## src/rtl/hs4_pkg.sv

```systemverilog
// Shared types and default sizes for the hs4 four-phase handshake receiver.
package hs4_pkg;

    localparam int unsigned HS4_DATA_W      = 4;
    localparam int unsigned HS4_DEPTH       = 4;
    localparam int unsigned HS4_SYNC_STAGES = 2;

    // DISARM blocks capture of a request that was already high when reset released.
    typedef enum logic [1:0] {
        DISARM = 2'd0,
        IDLE   = 2'd1,
        WAIT   = 2'd2,
        ACK    = 2'd3
    } hs4_state_t;

    // Occupancy counter width for a FIFO of the given depth (holds 0..depth).
    function automatic int unsigned hs4_cnt_w(input int unsigned depth);
        return $clog2(depth) + 1;
    endfunction

endpackage

```

## src/rtl/hs4_receiver_if.sv

```systemverilog
// Sender handshake and consumer read port of the hs4 receiver, bundled as one interface.
interface hs4_receiver_if #(
    parameter int unsigned DATA_W = hs4_pkg::HS4_DATA_W,
    parameter int unsigned DEPTH  = hs4_pkg::HS4_DEPTH
);
    localparam int unsigned CNT_W = hs4_pkg::hs4_cnt_w(DEPTH);

    logic              send;
    logic [DATA_W-1:0] data;
    logic              ack;
    logic              rd_en;
    logic [DATA_W-1:0] rd_data;
    logic              valid;
    logic              full;
    logic [CNT_W-1:0]  count;

    // Sender plus consumer side.
    modport master (
        output send, data, rd_en,
        input  ack, rd_data, valid, full, count
    );

    // Receiver side.
    modport slave (
        input  send, data, rd_en,
        output ack, rd_data, valid, full, count
    );

endinterface

```

## src/rtl/hs4_rx_fifo.sv

```systemverilog
// Show-ahead FIFO buffering captured handshake words for the local consumer.
module hs4_rx_fifo
    import hs4_pkg::*;
#(
    parameter int unsigned DATA_W = HS4_DATA_W,
    parameter int unsigned DEPTH  = HS4_DEPTH
) (
    input  logic                             clk,
    input  logic                             rst,
    input  logic                             wr_en,
    input  logic [DATA_W-1:0]                wr_data,
    input  logic                             rd_en,
    output logic [DATA_W-1:0]                rd_data,
    output logic                             valid,
    output logic                             full,
    output logic [hs4_cnt_w(DEPTH)-1:0]      count
);

    localparam int unsigned AW    = $clog2(DEPTH);
    localparam int unsigned CNT_W = hs4_cnt_w(DEPTH);

    logic [DATA_W-1:0] mem_q [DEPTH];
    logic [AW-1:0]     wr_ptr_q, wr_ptr_d;
    logic [AW-1:0]     rd_ptr_q, rd_ptr_d;
    logic [CNT_W-1:0]  count_q, count_d;
    logic              full_q, full_d;
    logic              valid_q, valid_d;
    logic              do_wr_c;
    logic              do_rd_c;

    // Pointer, occupancy and flag next-state; pop on empty is dropped.
    always_comb begin
        do_wr_c  = wr_en && !full_q;
        do_rd_c  = rd_en && valid_q;
        wr_ptr_d = wr_ptr_q;
        rd_ptr_d = rd_ptr_q;
        count_d  = count_q;
        if (do_wr_c) begin
            wr_ptr_d = AW'(wr_ptr_q + AW'(1));
        end
        if (do_rd_c) begin
            rd_ptr_d = AW'(rd_ptr_q + AW'(1));
        end
        if (do_wr_c && !do_rd_c) begin
            count_d = CNT_W'(count_q + CNT_W'(1));
        end else if (!do_wr_c && do_rd_c) begin
            count_d = CNT_W'(count_q - CNT_W'(1));
        end
        full_d  = (count_d == CNT_W'(DEPTH));
        valid_d = (count_d != CNT_W'(0));
    end

    // Control registers.
    always_ff @(posedge clk or negedge rst) begin
        if (!rst) begin
            wr_ptr_q <= '0;
            rd_ptr_q <= '0;
            count_q  <= '0;
            full_q   <= 1'b0;
            valid_q  <= 1'b0;
        end else begin
            wr_ptr_q <= wr_ptr_d;
            rd_ptr_q <= rd_ptr_d;
            count_q  <= count_d;
            full_q   <= full_d;
            valid_q  <= valid_d;
        end
    end

    // Storage array; contents are don't-care until written.
    always_ff @(posedge clk) begin
        if (do_wr_c) begin
            mem_q[wr_ptr_q] <= wr_data;
        end
    end

    assign rd_data = valid_q ? mem_q[rd_ptr_q] : '0;
    assign valid   = valid_q;
    assign full    = full_q;
    assign count   = count_q;

endmodule

```

## src/rtl/hs4_receiver.sv

```systemverilog
// Receiving end of the 4-bit send/ack four-phase handshake with a buffering FIFO.
module hs4_receiver
    import hs4_pkg::*;
#(
    parameter int unsigned DATA_W      = HS4_DATA_W,
    parameter int unsigned DEPTH       = HS4_DEPTH,
    parameter int unsigned SYNC_STAGES = HS4_SYNC_STAGES
) (
    input logic           clk,
    input logic           rst,
    hs4_receiver_if.slave bus
);

    localparam int unsigned CNT_W = hs4_cnt_w(DEPTH);

    logic [SYNC_STAGES-1:0] sync_q, sync_d;
    logic [SYNC_STAGES-1:0] prime_q, prime_d;
    hs4_state_t             state_q, state_d;
    logic                   ack_q, ack_d;
    logic                   send_s_c;
    logic                   primed_c;
    logic                   wr_en_c;
    logic                   fifo_full;
    logic                   fifo_valid;
    logic [DATA_W-1:0]      fifo_rd_data;
    logic [CNT_W-1:0]       fifo_count;

    // Synchroniser shift plus a primer that marks when send_s reflects the real input.
    always_comb begin
        sync_d   = {sync_q[SYNC_STAGES-2:0], bus.send};
        prime_d  = {prime_q[SYNC_STAGES-2:0], 1'b1};
        send_s_c = sync_q[SYNC_STAGES-1];
        primed_c = prime_q[SYNC_STAGES-1];
    end

    // Handshake FSM next-state, write strobe and ack decode.
    always_comb begin
        state_d = state_q;
        wr_en_c = 1'b0;
        unique case (state_q)
            DISARM: begin
                if (primed_c && !send_s_c) begin
                    state_d = IDLE;
                end
            end
            IDLE: begin
                if (send_s_c) begin
                    if (!fifo_full) begin
                        wr_en_c = 1'b1;
                        state_d = ACK;
                    end else begin
                        state_d = WAIT;
                    end
                end
            end
            WAIT: begin
                if (!fifo_full) begin
                    wr_en_c = 1'b1;
                    state_d = ACK;
                end
            end
            ACK: begin
                if (!send_s_c) begin
                    state_d = IDLE;
                end
            end
            default: state_d = DISARM;
        endcase
        ack_d = (state_q == ACK);
    end

    // State, synchroniser and ack registers; reset drops ack at once.
    always_ff @(posedge clk or negedge rst) begin
        if (!rst) begin
            sync_q  <= '0;
            prime_q <= '0;
            state_q <= DISARM;
            ack_q   <= 1'b0;
        end else begin
            sync_q  <= sync_d;
            prime_q <= prime_d;
            state_q <= state_d;
            ack_q   <= ack_d;
        end
    end

    hs4_rx_fifo #(
        .DATA_W (DATA_W),
        .DEPTH  (DEPTH)
    ) u_fifo (
        .clk     (clk),
        .rst     (rst),
        .wr_en   (wr_en_c),
        .wr_data (bus.data),
        .rd_en   (bus.rd_en),
        .rd_data (fifo_rd_data),
        .valid   (fifo_valid),
        .full    (fifo_full),
        .count   (fifo_count)
    );

    assign bus.ack     = ack_q;
    assign bus.rd_data = fifo_rd_data;
    assign bus.valid   = fifo_valid;
    assign bus.full    = fifo_full;
    assign bus.count   = fifo_count;

endmodule

```

## src/flat_wrapper.sv

```systemverilog
// flat-port wrapper written by rule: the top's interface ports become plain ports
module hs4_receiver_flat import hs4_pkg::*;
#(
    parameter int unsigned DATA_W      = HS4_DATA_W,
    parameter int unsigned DEPTH       = HS4_DEPTH,
    parameter int unsigned SYNC_STAGES = HS4_SYNC_STAGES
)
  (clk, rst, bus_send, bus_data, bus_rd_en, bus_ack, bus_rd_data, bus_valid, bus_full, bus_count);
  hs4_receiver_if #(.DATA_W(DATA_W), .DEPTH(DEPTH)) bus_i ();
  input logic clk;
  input logic rst;
  input wire logic [$bits(bus_i.send)-1:0] bus_send;
  input wire logic [$bits(bus_i.data)-1:0] bus_data;
  input wire logic [$bits(bus_i.rd_en)-1:0] bus_rd_en;
  output wire logic [$bits(bus_i.ack)-1:0] bus_ack;
  output wire logic [$bits(bus_i.rd_data)-1:0] bus_rd_data;
  output wire logic [$bits(bus_i.valid)-1:0] bus_valid;
  output wire logic [$bits(bus_i.full)-1:0] bus_full;
  output wire logic [$bits(bus_i.count)-1:0] bus_count;
  assign bus_i.send = bus_send;
  assign bus_i.data = bus_data;
  assign bus_i.rd_en = bus_rd_en;
  assign bus_ack = bus_i.ack;
  assign bus_rd_data = bus_i.rd_data;
  assign bus_valid = bus_i.valid;
  assign bus_full = bus_i.full;
  assign bus_count = bus_i.count;
  hs4_receiver #(.DATA_W(DATA_W), .DEPTH(DEPTH), .SYNC_STAGES(SYNC_STAGES)) u_core (.clk(clk), .rst(rst), .bus(bus_i));
endmodule
```

## config.mk

```make
export PLATFORM = sky130hd
export DESIGN_NAME = hs4_receiver_flat
export DESIGN_NICKNAME = d
export VERILOG_FILES = /design/src/rtl/hs4_pkg.sv /design/src/rtl/hs4_receiver_if.sv /design/src/rtl/hs4_rx_fifo.sv /design/src/rtl/hs4_receiver.sv /design/src/flat_wrapper.sv
export SDC_FILE = /design/constraint.sdc
export NUM_CORES = 1
export LEC_CHECK = 0
export CAP_MARGIN = 20
export CORE_ASPECT_RATIO = 1.75
export CORE_MARGIN = 8
export CORE_UTILIZATION = 61
export CTS_BUF_LIST = sky130_fd_sc_hd__clkbuf_2
export DETAILED_ROUTE_END_ITERATION = 10
export PLACE_DENSITY = 0.94
export SETUP_SLACK_MARGIN = 0.5
export SYNTH_ARGS = -nofsm -noshare
export SYNTH_HDL_FRONTEND = slang
export SYNTH_SLANG_ARGS = --single-unit
export TNS_END_PERCENT = 100
```

## constraint.sdc

```tcl
create_clock -name clk -period 5 [get_ports clk]
set_input_delay 0.75 -clock clk [delete_from_list [all_inputs] [get_ports clk]]
set_output_delay 0.75 -clock clk [all_outputs]
set_load 0.01 [all_outputs]
```

Word-level counts from Yosys, hierarchy flattened:

Memory sizes are Yosys's and may differ from the RTL's.
Cells that the tools add are included.

* add/sub/neg operators: 4
* multipliers: 0
* divide/modulo/power cells: 0
* order comparisons: 0
* equality and inequality tests: 8
* shifts and indexed selects: 0
* mux-type cells: 14
* bitwise gates (word level): 0
* reduce and logical (&&, ||, !) cells: 12

Operators with widths (count)
* 2-bit 2-to-1 mux: 4
* 2-bit case mux with 4 select lines: 1
* 3-bit 2-to-1 mux: 2
* 1-bit logical AND: 5
* 1-bit 2-to-1 mux: 5
* 2-bit by 1-bit adder with 2-bit output (second input constant): 2
* 2-bit == test (second input constant): 2
* 1-bit logical NOT: 4
* 4-bit 2-to-1 mux: 1
* 2-bit by 1-bit != test with 1-bit output (second input constant): 2
* 2-bit != test (second input constant): 2
* 4-bit AND reduction: 1
* 3-bit by 1-bit adder with 3-bit output (second input constant): 1
* 3-bit == test (second input constant): 1
* 3-bit nonzero test: 1
* 3-bit by 1-bit subtractor with 3-bit output (second input constant): 1
* 2-bit by 1-bit == test with 1-bit output (second input constant): 1
* 2-bit logical NOT: 1
* 1-bit case mux with 2 select lines: 1

* register bits: 16
* latch bits: 0
* RAM bits: 16
* memory bits (read-only): 0
* bits of input ports: 8
* memories: 1

Memory list
* u_core.u_fifo.mem_q: depth 4, width 4, read ports 1, clocked after Yosys merged registers in 0, wr ports 1, line hs4_rx_fifo.sv:22 `logic [DATA_W-1:0] mem_q [DEPTH];`

Depth between registers and ports, before layout:

Gate-level depths: netlist of run 1.

* word-level depth: 9
* mapped depth: 6
* gate-level depth less buffers: 6

Cells and area by module:

Synthesis of run 1 repeated with hierarchy kept, for this count alone.

* cells, all modules: 105
* area total of the unflattened synthesis: 1519.0 sq um

Modules (own cells, without submodules)
* hs4_rx_fifo: times used 1, cells each 81, area each 1174.9 sq um, sequential area each 705.7 sq um
* hs4_receiver: times used 1, cells each 24, area each 344.1 sq um, sequential area each 175.2 sq um

Worst setup path after synthesis of run 1:

OpenSTA, ideal clock, no wires.

* path kind: register to output
* start: reg u_core.u_fifo.rd_ptr_q[0]
* end: out bus_rd_data[0]
* data arrival time: 1164 ps
* data required time: 4250 ps
* slack: 3086 ps
* cell stages (with the launch flop): 4
* buffers on the path: 1
* path through: dfrtp_1 -> buf_2 -> mux4_2 -> and2_1

* cells in the longest elaborated chain, start to end: 2

Ends and longest elaborated chain
* from (decl): line hs4_rx_fifo.sv:24 `logic [AW-1:0] rd_ptr_q, rd_ptr_d;`
* from (signal assigned): line hs4_rx_fifo.sv:63 `rd_ptr_q <= rd_ptr_d;`
* memory 4 x 4 bit
* 4-bit 2-to-1 mux: line hs4_rx_fifo.sv:77 `assign rd_data = valid_q ? mem_q[rd_ptr_q] : '0;`
* to (decl): line flat_wrapper.sv:16 `output wire logic [$bits(bus_i.rd_data)-1:0] bus_rd_data;`

Every way passes these cells.

Worst setup path after layout of run 1:

* start: reg u_core.u_fifo.rd_ptr_q[0]
* end: out bus_rd_data[1]

The elaborated chain is that of the path after synthesis.

==> run_results.csv, run 1 <==
group,metric,value,unit
cts,post_cts_buffers,0,
pwr,leakagePower,0.703,nW
yosys,synth_seq_cells,32,
yosys,synth_nets,121,
yosys,synth_seq_area_share,0.599,
hold_path,min_from,"u_core.sync_q[0]",
critical_path,critPathKind,"reg2out",
pwr,power_density,603,nW/um^2
cts,clkLatencyLatePin,0.35,ns
placement,place_area,1670,sq um
sta,maxSlewViolCount,0,
sta,fin_skew,0.0152,ns
die,dieArea,4300,sq um
die,ios,18,
critical_path,critPathMaxFanout,6,
die,initial_core_util,0.639,
critical_path,cp-end-kind,"output pin",
sta,setup_viol,0,
critical_path,arrival,2.09,ns
pwr,ir_worst_vdd,0.000360,V
grt,grt_start_max_net_pins,17,
critical_path,rr_endpoint,"u_core.u_fifo.full",
cts,tritoncts,"yes",
sta,fmax,353,MHz
placement,portBuffers,17,
die,die_w,53.1,microns
critical_path,r2r_start,"u_core.state_q[0]",
critical_path,crit_required,4.25,ns
placement,hpwl,1990,microns
sta,hold_violations,0,
cts,cts_resized,0,
route,drcViolationCount,0,
grt,antenna_found_initial,0,
grt,grt_pass1_vias,916,
grt,gr-total-overflow,0,
hold_path,hold_depth,0,
route,final_antenna_net_count,0,
cells_and_area,seqCellArea,881,sq um
sta,tightest_slew,0.733,ns
route,via_per_inst,5.68,
sta,grt_setup_unrepaired,"false",
cts,clockBufferDepth,2,
sta,period_share,0.567,
cts,cts_root_buffer,"clkbuf_2",
cts,clkTransAtPathRegs,0.15,ns
sta,period_needed,2.84,ns
yosys,synth.distinct_cells,33,
route,routed-via-count,864,
cells_and_area,final_nets,144,
placement,globalplace.congestion,0.806,
critical_path,critPathLaunchType,"flop",
cts,htreeDepth,2,
cells_and_area,drive_above_1_share,0.197,
yosys,yosys.area.top_type,"edfxtp_1",
cts,hold_buffers,0,
die,rows,23,
sta,hold_slack,0.366,ns
die,fp.dieH,81.0,microns
route,drt-initial-drc-count,18,
cts,numCtsBuffers,5,
hold_path,worstHoldEndpoint,"u_core.sync_q[1]",
die,core,2300,sq um
cells_and_area,postLayoutCellArea,1710,sq um
pwr,power,1.03,mW
grt,grt_pass1_wl,4290,microns
sta,slew_headroom,0.510,
yosys,syn-cell-area,1470,sq um
cells_and_area,syn_to_final_growth,16.1,%
critical_path,reg2reg_depth,6,
yosys,avgSynthCellArea,14.3,sq um
yosys,yosysWarnings,0,
route,firstDrtPassIters,4,
cells_and_area,multi_input_area,559,sq um
cells_and_area,nFillCells,148,
route,wire_per_inst,16.8,microns
cts,clkSinkCount,32,
sta,finalSetupTns,0,ns
hold_path,hold_path_class,"reg2reg",
status,status,"finished clean",
critical_path,ff2ff_setup_slack,3.03,ns
yosys,synth_top_area_share,0.327,
cells_and_area,antenna_cells,0,
run,cap_violations,0,
yosys,synthCells,103,
yosys,synthTopCellsByArea,"edfxtp_1, dfrtp_1, ha_1",
grt,track_usage,0.137,
route,routed_wl,2550,microns
-- per-stage QoR --
stage | utilization | setup WS [ns] | cells
after global routing | 0.742 | 2.05 | 152
after detailed placement | 0.724 | 2.56 | 144
final | 0.742 | 2.16 | 152
after global placement | 0.724 | 2.59 | 144
after CTS | 0.742 | 2.14 | 152
after floorplan | - | 3.09 | 103
-- placed cells by master, fill, tap and decap left out, types with 2 or more instances in the layout --
cell and instances:
nor2_1 4, and2_1 5, nand2_1 4, clkbuf_2 7, dfrtp_1 16, ha_1 10, nor3_1 2, nor4_1 2
a21oi_1 3, and3_2 4, edfxtp_1 16, or2b_1 2, mux4_2 4, inv_1 7, clkdlybuf4s50_1 17, xnor2_1 4
mux2_2 2
-- where the power goes --
part,switching (mW),leakage (nW),total [mW],internal (mW)
clock,0.0792,0.0330,0.117,0.0382
sequential,0.0661,0.330,0.413,0.347
combinational,0.230,0.340,0.499,0.269
-- cells in the mapped netlist --
| master | count |
|---|---|
| dfrtp_1 | 16 |
| edfxtp_1 | 16 |
| ha_1 | 10 |
| inv_1 | 7 |
| and2_1 | 5 |
| and3_2 | 4 |
| mux4_2 | 4 |
| nand2_1 | 4 |
| nor2_1 | 4 |
| xnor2_1 | 4 |
| a21oi_1 | 3 |
| mux2_2 | 2 |
| nor3_1 | 2 |
| nor4_1 | 2 |
| or2b_1 | 2 |
| a211oi_1 | 1 |
| a211oi_2 | 1 |
| a21o_2 | 1 |
| a21oi_2 | 1 |
| a31oi_1 | 1 |
| and4_2 | 1 |
| buf_2 | 1 |
| conb_1 | 1 |
| nand2b_1 | 1 |
| nand3_1 | 1 |
| nand3b_1 | 1 |
| nor2b_4 | 1 |
| o21a_1 | 1 |
| o21ai_0 | 1 |
| o22a_1 | 1 |
| o2bb2ai_1 | 1 |
| o32a_2 | 1 |
| or4_4 | 1 |
-- how the worst max path moves through the flow --
| stage | cells after the start | start | end |
|---|---|---|---|
| floorplan | 3 | u_core.u_fifo.rd_ptr_q[0] | bus_rd_data[0] |
| global placement | 3 | u_core.u_fifo.rd_ptr_q[0] | bus_rd_data[2] |
| detailed placement | 3 | u_core.u_fifo.rd_ptr_q[0] | bus_rd_data[1] |
| CTS | 3 | u_core.u_fifo.rd_ptr_q[0] | bus_rd_data[0] |
| global route | 3 | u_core.u_fifo.rd_ptr_q[0] | bus_rd_data[0] |
| finish | 3 | u_core.u_fifo.rd_ptr_q[0] | bus_rd_data[1] |
-- final cells by class --
cell class | count | area share
Clock buffer | 7 | 0.0205
Multi-Input combinational cell | 63 | 0.327
Inverter | 7 | 0.0154
Clock inverter | 1 | 0.00293
Timing Repair Buffer | 17 | 0.0996
Tap cell | 25 | 0.0183
Sequential cell | 32 | 0.516
-- sequential cells by signal, summed over array words and instances, names as in the netlist --
register                cells
u_core.state_q              2
u_core.u_fifo.valid         1
u_core.u_fifo.full          1
u_core.prime_q              2
u_core.sync_q               2
u_core.u_fifo.mem_q        16
u_core.u_fifo.wr_ptr_q      2
u_core.u_fifo.rd_ptr_q      2
u_core.u_fifo.count         3
u_core.bus.ack              1
-- layer usage --
layer | GRT usage | routed length (microns) | vias up
met5 | 0 | 0 | -
met4 | 0.0635 | 47 | 0
met1 | 0.139 | 908 | 410
met3 | 0.0475 | 177 | 6
met2 | 0.241 | 1410 | 29
li1 | - | - | 419
-- cell families (layout without fill, tap and decap cells) --
group | Yosys count | after routing | share of synthesized area
xor+xnor | 4 | 4 | 0.0238
flops | 32 | 32 | 0.599
compound gates | 13 | 13 | 0.0680
fa+ha+maj | 10 | 10 | 0.0850
simple gates | 29 | 29 | 0.124
other cells | 1 | 1 | 0.00255
mux | 6 | 6 | 0.0765
buf+inv | 8 | 32 | 0.0213
-- critical path: stages (launching register included) --
cell             delay, ns
dfrtp_1               0.56
mux4_2                0.55
and2_1                0.16
clkdlybuf4s50_1       0.47
Power figures use the tool's default switching activity.
==> run 2: changes to the inputs <==
--- a/config.mk
+++ b/config.mk
@@ -8,10 +8,10 @@
 export CAP_MARGIN = 20
 export CORE_ASPECT_RATIO = 1.75
 export CORE_MARGIN = 8
-export CORE_UTILIZATION = 61
+export CORE_UTILIZATION = 57
 export CTS_BUF_LIST = sky130_fd_sc_hd__clkbuf_2
 export DETAILED_ROUTE_END_ITERATION = 10
-export PLACE_DENSITY = 0.94
+export PLACE_DENSITY = 0.89
 export SETUP_SLACK_MARGIN = 0.5
 export SYNTH_ARGS = -nofsm -noshare
 export SYNTH_HDL_FRONTEND = slang
==> constraint.sdc (replaced) <==
create_clock -name clk -period 2.9 [get_ports clk]
set_input_delay 0.435 -clock clk [delete_from_list [all_inputs] [get_ports clk]]
set_output_delay 0.435 -clock clk [all_outputs]
set_load 0.01 [all_outputs]
==> run 2 against run 1 <==
Clock skew grew 0.0024 ns. Global-route usage shrank 0.33 points. Setup slack lost 1.6 ns. Worst hold slack gained 0.014 ns. Critical path type unchanged. Critical endpoint is now bus_rd_data[0]. Largest power group unchanged.
==> run_results.csv, run 2 (synthesized netlist as in run 1, its figures left out) <==
group,metric,value,unit
cells_and_area,postLayoutCellArea,1760,sq um
cts,hold_buffers,0,
sta,tightest_slew,0.699,ns
route,routed-via-count,894,
sta,period_share,0.789,
grt,gr-total-overflow,0,
placement,place_area,1670,sq um
sta,setup_slack,0.611,ns
status,status,"finished clean",
placement,portBuffers,17,
cells_and_area,final_common_cell,"edfxtp_1",
critical_path,startpoint,"u_core.u_fifo.rd_ptr_q[0]",
critical_path,crit_required,2.47,ns
die,core,2460,sq um
route,wire_per_inst,16.6,microns
cts,htreeDepth,2,
cts,numCtsBuffers,5,
die,dieArea,4530,sq um
sta,hold_slack,0.380,ns
sta,fin_skew,0.0176,ns
grt,track_usage,0.134,
cts,clkSinkCount,32,
route,routed_wl,2610,microns
sta,maxSlewViolCount,0,
critical_path,cpPeakStageDelay,0.48,ns
cts,clkTransAtPathRegs,0.16,ns
critical_path,critPathLaunchType,"flop",
cts,clkLatencyLatePin,0.37,ns
cells_and_area,drive_above_1_share,0.214,
route,via_per_inst,5.69,
critical_path,arrival,1.85,ns
pwr,power_density,1060,nW/um^2
cells_and_area,post-route-util,0.715,
route,firstDrtPassIters,4,
die,rows,24,
cts,clockBufferDepth,2,
critical_path,r2r_start,"u_core.state_q[0]",
route,drt-initial-drc-count,21,
hold_path,min_from,"u_core.sync_q[0]",
sta,setup_viol,0,
die,die_w,54.4,microns
route,final_antenna_net_count,0,
grt,antenna_found_initial,0,
critical_path,cp-end-kind,"output pin",
cells_and_area,largest_reg_flops,16,
sta,fmax,437,MHz
placement,pre_cts_slack,0.744,ns
route,drcViolationCount,0,
sta,slew_headroom,0.533,
grt,grt_pass1_wl,4370,microns
critical_path,crit_buf_inv,2,
critical_path,crit_path_top_delay_cell,"mux4_2",
critical_path,critPathKind,"reg2out",
sta,hold_violations,0,
grt,grt_start_max_net_pins,17,
cells_and_area,final_nets,148,
placement,globalplace.congestion,0.892,
pwr,ir_worst_vdd,0.000651,V
critical_path,path_delay_family,"multiplexers",
cells_and_area,antenna_cells,0,
cells_and_area,top_register,"u_core.u_fifo.mem_q",
run,cap_violations,0,
die,initial_core_util,0.598,
cells_and_area,syn_to_final_growth,19.7,%
grt,grt_pass1_vias,982,
cts,tritoncts,"yes",
pwr,leakagePower,0.741,nW
die,fp.dieH,83.2,microns
cts,cts_root_buffer,"clkbuf_2",
sta,finalSetupTns,0,ns
sta,period_needed,2.29,ns
critical_path,critPathMaxFanout,4,
placement,hpwl,2040,microns
die,ios,18,
critical_path,critical_path.cell_chain,"buf_4 > mux4_2 > and2_1 > dlygate4sd2_1",
sta,grt_setup_unrepaired,"false",
cells_and_area,layout_common_cells,"edfxtp_1, dfrtp_1, clkdlybuf4s50_1, ha_1, inv_1",
hold_path,hold_path_class,"reg2reg",
cells_and_area,nFillCells,177,
[run 2: cell count changes in the layout (fill, tap and decap cells not counted), moves of 2 or more]
cell,previous run,this run
clkinv_1,0,2
buf_4,0,4
dlygate4sd2_1,0,3
clkdlybuf4s50_1,17,13
clkbuf_2,7,5
[run 2: where the power goes]
part,internal [mW],switching [mW]
logic,0.470,0.414
registers,0.599,0.106
clock network,0.141,0.143
total,1.21,0.663
[run 2: routing by layer]
metal / track usage / part of all wire / vias up
li1: - / - / 425
met1: 0.127 / 0.36 / 439
met2: 0.225 / 0.55 / 20
met3: 0.0357 / 0.042 / 10
met4: 0.0968 / 0.040 / 0
met5: 0 / 0 / -
[run 2: path summary, 6_finish.rpt]
kind | slack (ns) | depth (start not counted) | to
max | 0.61 | 4 | bus_rd_data[0]
max in group asynchronous | 1.97 | 1 | u_core.u_fifo.rd_ptr_q[0]
min reg2reg | 0.38 | 0 | u_core.sync_q[1]
min in group asynchronous | 0.46 | 1 | u_core.bus.ack
min | 0.38 | 0 | u_core.sync_q[1]
max reg2reg | 0.92 | 6 | u_core.u_fifo.full
[run 2: timing repair]
action	CTS	global route
setup buffers	4	0
endpoints found under the setup margin	4	1
gates cloned	0	0
gates resized for setup	4	1
[run 2: worst register-to-register path: stages, from the launching register on]
cell and delay [ns]:
dfrtp_1 0.44, inv_1 0.08, ha_1 0.34, nor2b_4 0.24, a21oi_2 0.10, or4_4 0.49
a211oi_2 0.21
[run 2: final cells by class]
cell class | instances | area (sq um) | share of cell area
Clock buffer | 5 | 25.0 | 0.0142
Clock inverter | 3 | 37.5 | 0.0213
Inverter | 7 | 26.3 | 0.0149
Multi-Input combinational cell | 63 | 559 | 0.317
Sequential cell | 32 | 882 | 0.501
Tap cell | 26 | 32.5 | 0.0185
Timing Repair Buffer | 21 | 199 | 0.113
[run 2: per-stage QoR]
step                      std cells  total power, mW
after floorplan                 103             1.27
final                           157             1.87
after global placement          145             1.53
after CTS                       157             1.89
after detailed placement        145             1.59
after global routing            157             2.00
